$ cat src/rtl/shift_reg_ctrl.sv
// Serial/parallel shift-register controller: one transmit or receive transfer
// of 1..WIDTH bits per start request, with abort and a one-cycle done pulse.
module shift_reg_ctrl #(
  parameter  int WIDTH = 8,
  localparam int LEN_W = $clog2(WIDTH) + 1
) (
  input  logic             clk,
  input  logic             rst_n,
  input  logic             start,
  input  logic             mode,
  input  logic             dir,
  input  logic [LEN_W-1:0] len,
  input  logic [WIDTH-1:0] din,
  input  logic             sin,
  input  logic             abort,
  output logic             sout,
  output logic [WIDTH-1:0] dout,
  output logic             busy,
  output logic             done
);

  typedef enum logic [1:0] {
    IDLE  = 2'd0,
    SHIFT = 2'd1,
    DONE  = 2'd2
  } state_t;

  localparam logic [LEN_W-1:0] FULL_LEN = LEN_W'(WIDTH);
  localparam logic [LEN_W-1:0] ONE      = LEN_W'(1);

  state_t           state_q, state_d;
  logic [WIDTH-1:0] sreg_q, sreg_d;
  logic [LEN_W-1:0] cnt_q, cnt_d;
  logic             mode_q, mode_d;
  logic             dir_q, dir_d;
  logic [LEN_W-1:0] eff_len;
  logic             shift_in;

  always_ff @(posedge clk) begin
    if (!rst_n) begin
      state_q <= IDLE;
      sreg_q  <= '0;
      cnt_q   <= '0;
      mode_q  <= 1'b0;
      dir_q   <= 1'b0;
    end else begin
      state_q <= state_d;
      sreg_q  <= sreg_d;
      cnt_q   <= cnt_d;
      mode_q  <= mode_d;
      dir_q   <= dir_d;
    end
  end

  // A zero or oversized length request means a full-width transfer.
  assign eff_len  = ((len == '0) || (len > FULL_LEN)) ? FULL_LEN : len;
  assign shift_in = mode_q ? sin : 1'b0;

  always_comb begin
    state_d = state_q;
    sreg_d  = sreg_q;
    cnt_d   = cnt_q;
    mode_d  = mode_q;
    dir_d   = dir_q;
    case (state_q)
      IDLE: begin
        if (start) begin
          mode_d  = mode;
          dir_d   = dir;
          cnt_d   = eff_len;
          sreg_d  = mode ? '0 : din;
          state_d = SHIFT;
        end
      end
      SHIFT: begin
        // Abort wins over the final shift, so the register freezes where it is.
        if (abort) begin
          state_d = IDLE;
        end else begin
          sreg_d = dir_q ? {sreg_q[WIDTH-2:0], shift_in}
                         : {shift_in, sreg_q[WIDTH-1:1]};
          cnt_d  = cnt_q - ONE;
          if (cnt_q == ONE) begin
            state_d = DONE;
          end
        end
      end
      DONE: begin
        state_d = IDLE;
      end
      default: begin
        state_d = IDLE;
      end
    endcase
  end

  assign busy = (state_q != IDLE);
  assign done = (state_q == DONE);
  assign dout = sreg_q;
  assign sout = ((state_q == SHIFT) && !mode_q) ? (dir_q ? sreg_q[WIDTH-1] : sreg_q[0])
                                                : 1'b0;

endmodule

$ cat config.mk
export PLATFORM = sky130hd
export DESIGN_NAME = shift_reg_ctrl
export DESIGN_NICKNAME = d
export VERILOG_FILES = /design/src/rtl/shift_reg_ctrl.sv
export SDC_FILE = /design/constraint.sdc
export NUM_CORES = 1
export LEC_CHECK = 0
export CAP_MARGIN = 20
export CORE_UTILIZATION = 48
export DETAILED_ROUTE_END_ITERATION = 10
export PLACE_DENSITY = 0.83
export SYNTH_ARGS = -nofsm -noshare
export SYNTH_HDL_FRONTEND = slang
export SYNTH_SLANG_ARGS = --single-unit
$ cat constraint.sdc
create_clock -name clk -period 2.3 [get_ports clk]
set_input_delay 0.23 -clock clk [delete_from_list [all_inputs] [get_ports clk]]
set_output_delay 0.23 -clock clk [all_outputs]
set_load 0.03 [all_outputs]
== Yosys cells after proc, flatten, opt, wreduce, memory -nomap -nowiden ==
Cells that the tools add are included.

* Flip-flop bits (word level): 16
* Output and inout bits: 11
* Word-level logic and storage cells: 39
* Input bits: 19

* Eq/ne operators: 6
* Magnitude comparators: 1
* Reductions and logical operators: 10
* Mux-type cells: 16
* Add/subtract/negate cells: 1

{| class="wikitable"
|+ Operators by type and width
! cell !! number
|-
| $mux 8 || 4
|-
| $pmux 8 s2 || 1
|-
| $mux 4 || 3
|-
| $pmux 4 s2 || 1
|-
| $mux 2 || 3
|-
| $eq 4x1->1 const B || 1
|-
| $gt 4x4->1 const B || 1
|-
| $logic_not 4->1 || 1
|-
| $ne 2x2->1 const B || 2
|-
| $pmux 2 s2 || 1
|-
| $reduce_and 2->1 || 2
|-
| $reduce_bool 2->1 || 2
|-
| $sub 4x1->4 const B || 1
|-
| $mux 1 || 3
|-
| $ne 3x3->1 const B || 1
|-
| $reduce_and 3->1 || 1
|-
| $eq 2x1->1 const B || 1
|-
| $eq 2x2->1 const B || 1
|-
| $logic_not 2->1 || 1
|-
| $logic_and 1x1->1 || 1
|-
| $logic_not 1->1 || 1
|-
| $logic_or 1x1->1 || 1
|}

== Logic depth before layout (Yosys ltp) ==
* Depth after elaboration: 5
* Gate-level depth with buffers: 5
* Gate-level depth less buffers: 5

== Least setup slack after synthesis ==
No wires, ideal clock.

* Path type: flip-flop to output port
* From: register dir_q
* To: output sout
* Cell stages (with the launch flop): 4
* Slack: 0.693 ns
* Data arrival time: 1.377 ns
* Required time: 2.070 ns
* Path buffers: 1
* Cells stage by stage: dfxtp_1 buf_2 mux2i_1 nor3_1

* Word-level cells in the longest chain between the ends: 2

{| class="wikitable"
|+ RTL lines
! item !! line !! source
|-
| start, declared || 35 || <nowiki>logic dir_q, dir_d;</nowiki>
|-
| start signal, assigned || 51 || <nowiki>dir_q <= dir_d;</nowiki>
|-
| $mux 1 (2 in a row) || 100 || <nowiki>assign sout = ((state_q == SHIFT) && !mode_q) ? (dir_q ? sreg_q[WIDTH-1] : sreg_q[0])</nowiki>
|-
| end, declared || 16 || <nowiki>output logic sout,</nowiki>
|}

Every way passes these cells.

== Worst setup path in the final report ==
Ends and elaborated chain as after synthesis.

==> results.cfg <==
[run_status]
status = finished, final reports clean

[floorplanning]
io_pins = 30
start_util_pct = 52.49
core_area_um2 = 1783
chipHeight_um = 46.16
die_w_um = 46.16
dieArea_um2 = 2130
rows = 15

[global_route]
grt_max_degree = 18
overflow = 0
use_met1_pct = 25.24
gr-usage-met3_pct = 3.529
grt.busiest_layer = met2
track_usage_pct = 21.46
grt_pass1_vias = 773
grt_pass1_wl_um = 3222
grt_use_met2_pct = 37.18
antenna_found_initial = 0

[clock_tree]
ctsRootBufferMaster = clkbuf_4
htree_num_levels = 1
postCtsSetupBuffers = 0
cts_tree = yes
clock_sinks = 16
holdBufCountCts = 0
cts-resized-gates = 0
clk_path_buf_depth = 2
cts-buffers-inserted = 3
clock_latency_ps = 290
clk_pin_slew_ps = 90

[min_path]
hold_path_depth = 2
hold_path_class = flip-flop to flip-flop
min_from = cnt_q[2]

[placement]
post-dp-hpwl_um = 1545
placed_cell_area_um2 = 1234
port_buffers = 29
routabilityCongestion = 0.8039
place_ws_ps = 462.9

[logic_synthesis]
synth_seq_cells = 16
yosysSeqAreaShare_pct = 34.22
synth.avg_cell_area_um2 = 8.432
netlist_area_um2 = 935.9
synth_fp_nets = 132
yosys_warnings = 0
syn-instance-count = 111
ys_types = 34

[timing]
skew_ps = 4.834
timing.fmax_mhz = 463.8
maxSlewViolCount = 0
slew-limit-headroom_pct = 67.05
rsz0062_at_grt = no
period_minus_slack_ps = 2156
setup_viol = 0
max_slew.worst_pin.slew_ps = 493.6
tns_ps = 0
setup_ws_ps = 143.7
finalCritPeriodShare_pct = 93.75
hold_viol_final = 0

[worst_setup_path]
arrival_ps = 1930
cp.required_ps = 2070
cp_slowest_cell = clkdlybuf4s50_1
max_stage_delay_ps = 690
setup.worst_path.start_class = flip-flop
criticalPathCategory = flip-flop to output port
worstPathMaxFanout = 12
crit_start = dir_q
reg2reg_depth = 4
cp-end-kind = output port
critical_path.cell_chain = mux2i_1 -> nor3_1 -> clkdlybuf4s50_1
r2r_start = state_q[0]

[drt]
drt_first_pass_iters = 3
remaining_drc_errors = 0
drtAntennaViolNets = 0
first_iter_violations = 6
route.detailed.wl_per_inst_um = 13.05
drt-total-wl_um = 2154
num_vias = 880
via_per_inst = 5.333

[pwr]
powerDensity_nw_per_um2 = 569.6
ir_drop_mv = 0.3571
totalPowerFinal_mw = 0.7155
p_leak_nw = 0.4673

[layout]
fin_util_pct = 70.46
area_growth_pct = 34.22
diodes = 0
drive_gt1_share_pct = 7.857
fin_nets = 163
fin_area_um2 = 1256

[job]
maxCapViolations = 0
[through the flow]
stage                     instances  hold slack, ps
final                           165           521.3
after global routing            165           561.4
after CTS                       165           524.6
after detailed placement        162           511.8
after global placement          162           509.4
after floorplan                 111           358.2
[cell usage after synthesis]
cell type	instances	area share (%)
a21boi_1	1	0.80
a21o_1	1	0.80
a21oi_1	13	7.0
a21oi_4	1	1.7
a221oi_1	1	0.94
a221oi_2	1	1.6
a31oi_1	1	0.67
and2b_1	1	0.80
and3_1	2	1.3
and4b_1	1	1.1
buf_2	1	0.53
buf_4	1	0.80
buf_6	2	2.4
clkbuf_1	1	0.40
dfxtp_1	16	34
ha_1	2	2.7
inv_1	4	1.6
mux2i_1	9	9.6
nand2_1	4	1.6
nand2b_1	2	1.3
nand2b_4	1	1.5
nand3_1	1	0.53
nor2_1	13	5.2
nor2_2	1	0.67
nor2_4	1	1.2
nor2b_1	4	2.7
nor3_1	3	1.6
nor3_2	1	1.1
nor3b_1	4	3.2
o21ai_0	8	4.3
o21ai_1	6	3.2
o221a_1	1	1.2
o311a_1	1	1.1
or2_1	1	0.67
[cell usage in the layout (no fill, tap or decap), drive strengths merged, types with 2 or more instances in the layout]
| cell type | count |
|---|---|
| a221oi | 2 |
| nor3b | 4 |
| a21oi | 14 |
| mux2i | 9 |
| nor3 | 4 |
| buf | 2 |
| and3 | 2 |
| inv | 4 |
| nand2 | 4 |
| nor2b | 4 |
| o21ai | 14 |
| clkdlybuf4s50 | 29 |
| nand2b | 3 |
| ha | 2 |
| dfxtp | 16 |
| nor2 | 15 |
| clkbuf | 3 |
[final timing paths]
kind	slack, ps	endpoint
min	520	cnt_q[2]
min reg2reg	520	cnt_q[2]
max reg2reg	970	dout[1]
max	140	sout
[sequential cells by signal, summed over array words and instances, names as in the netlist]
name	count
dir_q	1
state_q	2
cnt_q	4
dout	8
mode_q	1
[report_power, final]
part	internal (mW)	total [mW]	switching (mW)	leakage, nW
Combinational	0.115	0.238	0.123	0.321
Sequential	0.303	0.332	0.0291	0.132
Clock	0.0609	0.145	0.0845	0.0138
Total	0.479	0.715	0.236	0.467
[per-layer routing]
metal	routed length [um]	vias up	part of all wire, %
met4	40	0	1.9
met3	102	5	4.7
met1	980	396	45
met2	1030	24	48
li1	-	455	-
met5	0	-	0
[critical path: cells and delay by family, from the launching register on]
kind                   cells  cell delay, ps
buffers and inverters      1             690
flip-flops                 1             640
multiplexers               1             140
AND/OR/NAND/NOR            1             170
[logic make-up (layout without fill, tap and decap cells)]
logic type | Yosys count | count (layout) | synth area share, %
and+or+nand+nor | 40 | 40 | 24.46
AOI/OAI and AO/OA | 35 | 35 | 23.26
DFF | 16 | 16 | 34.22
muxes | 9 | 9 | 9.626
buffers and inverters | 9 | 38 | 5.747
adders and majority gates | 2 | 2 | 2.673
[cell type report]
type | instances | area [um^2]
Fill cell | 152 | 526.8
Inverter | 4 | 15.01
Clock buffer | 3 | 22.52
Tap cell | 25 | 31.28
Multi-Input combinational cell | 86 | 561.8
Timing Repair Buffer | 31 | 305.3
Sequential cell | 16 | 320.3
No activity file was read; power rests on OpenSTA's default activity.
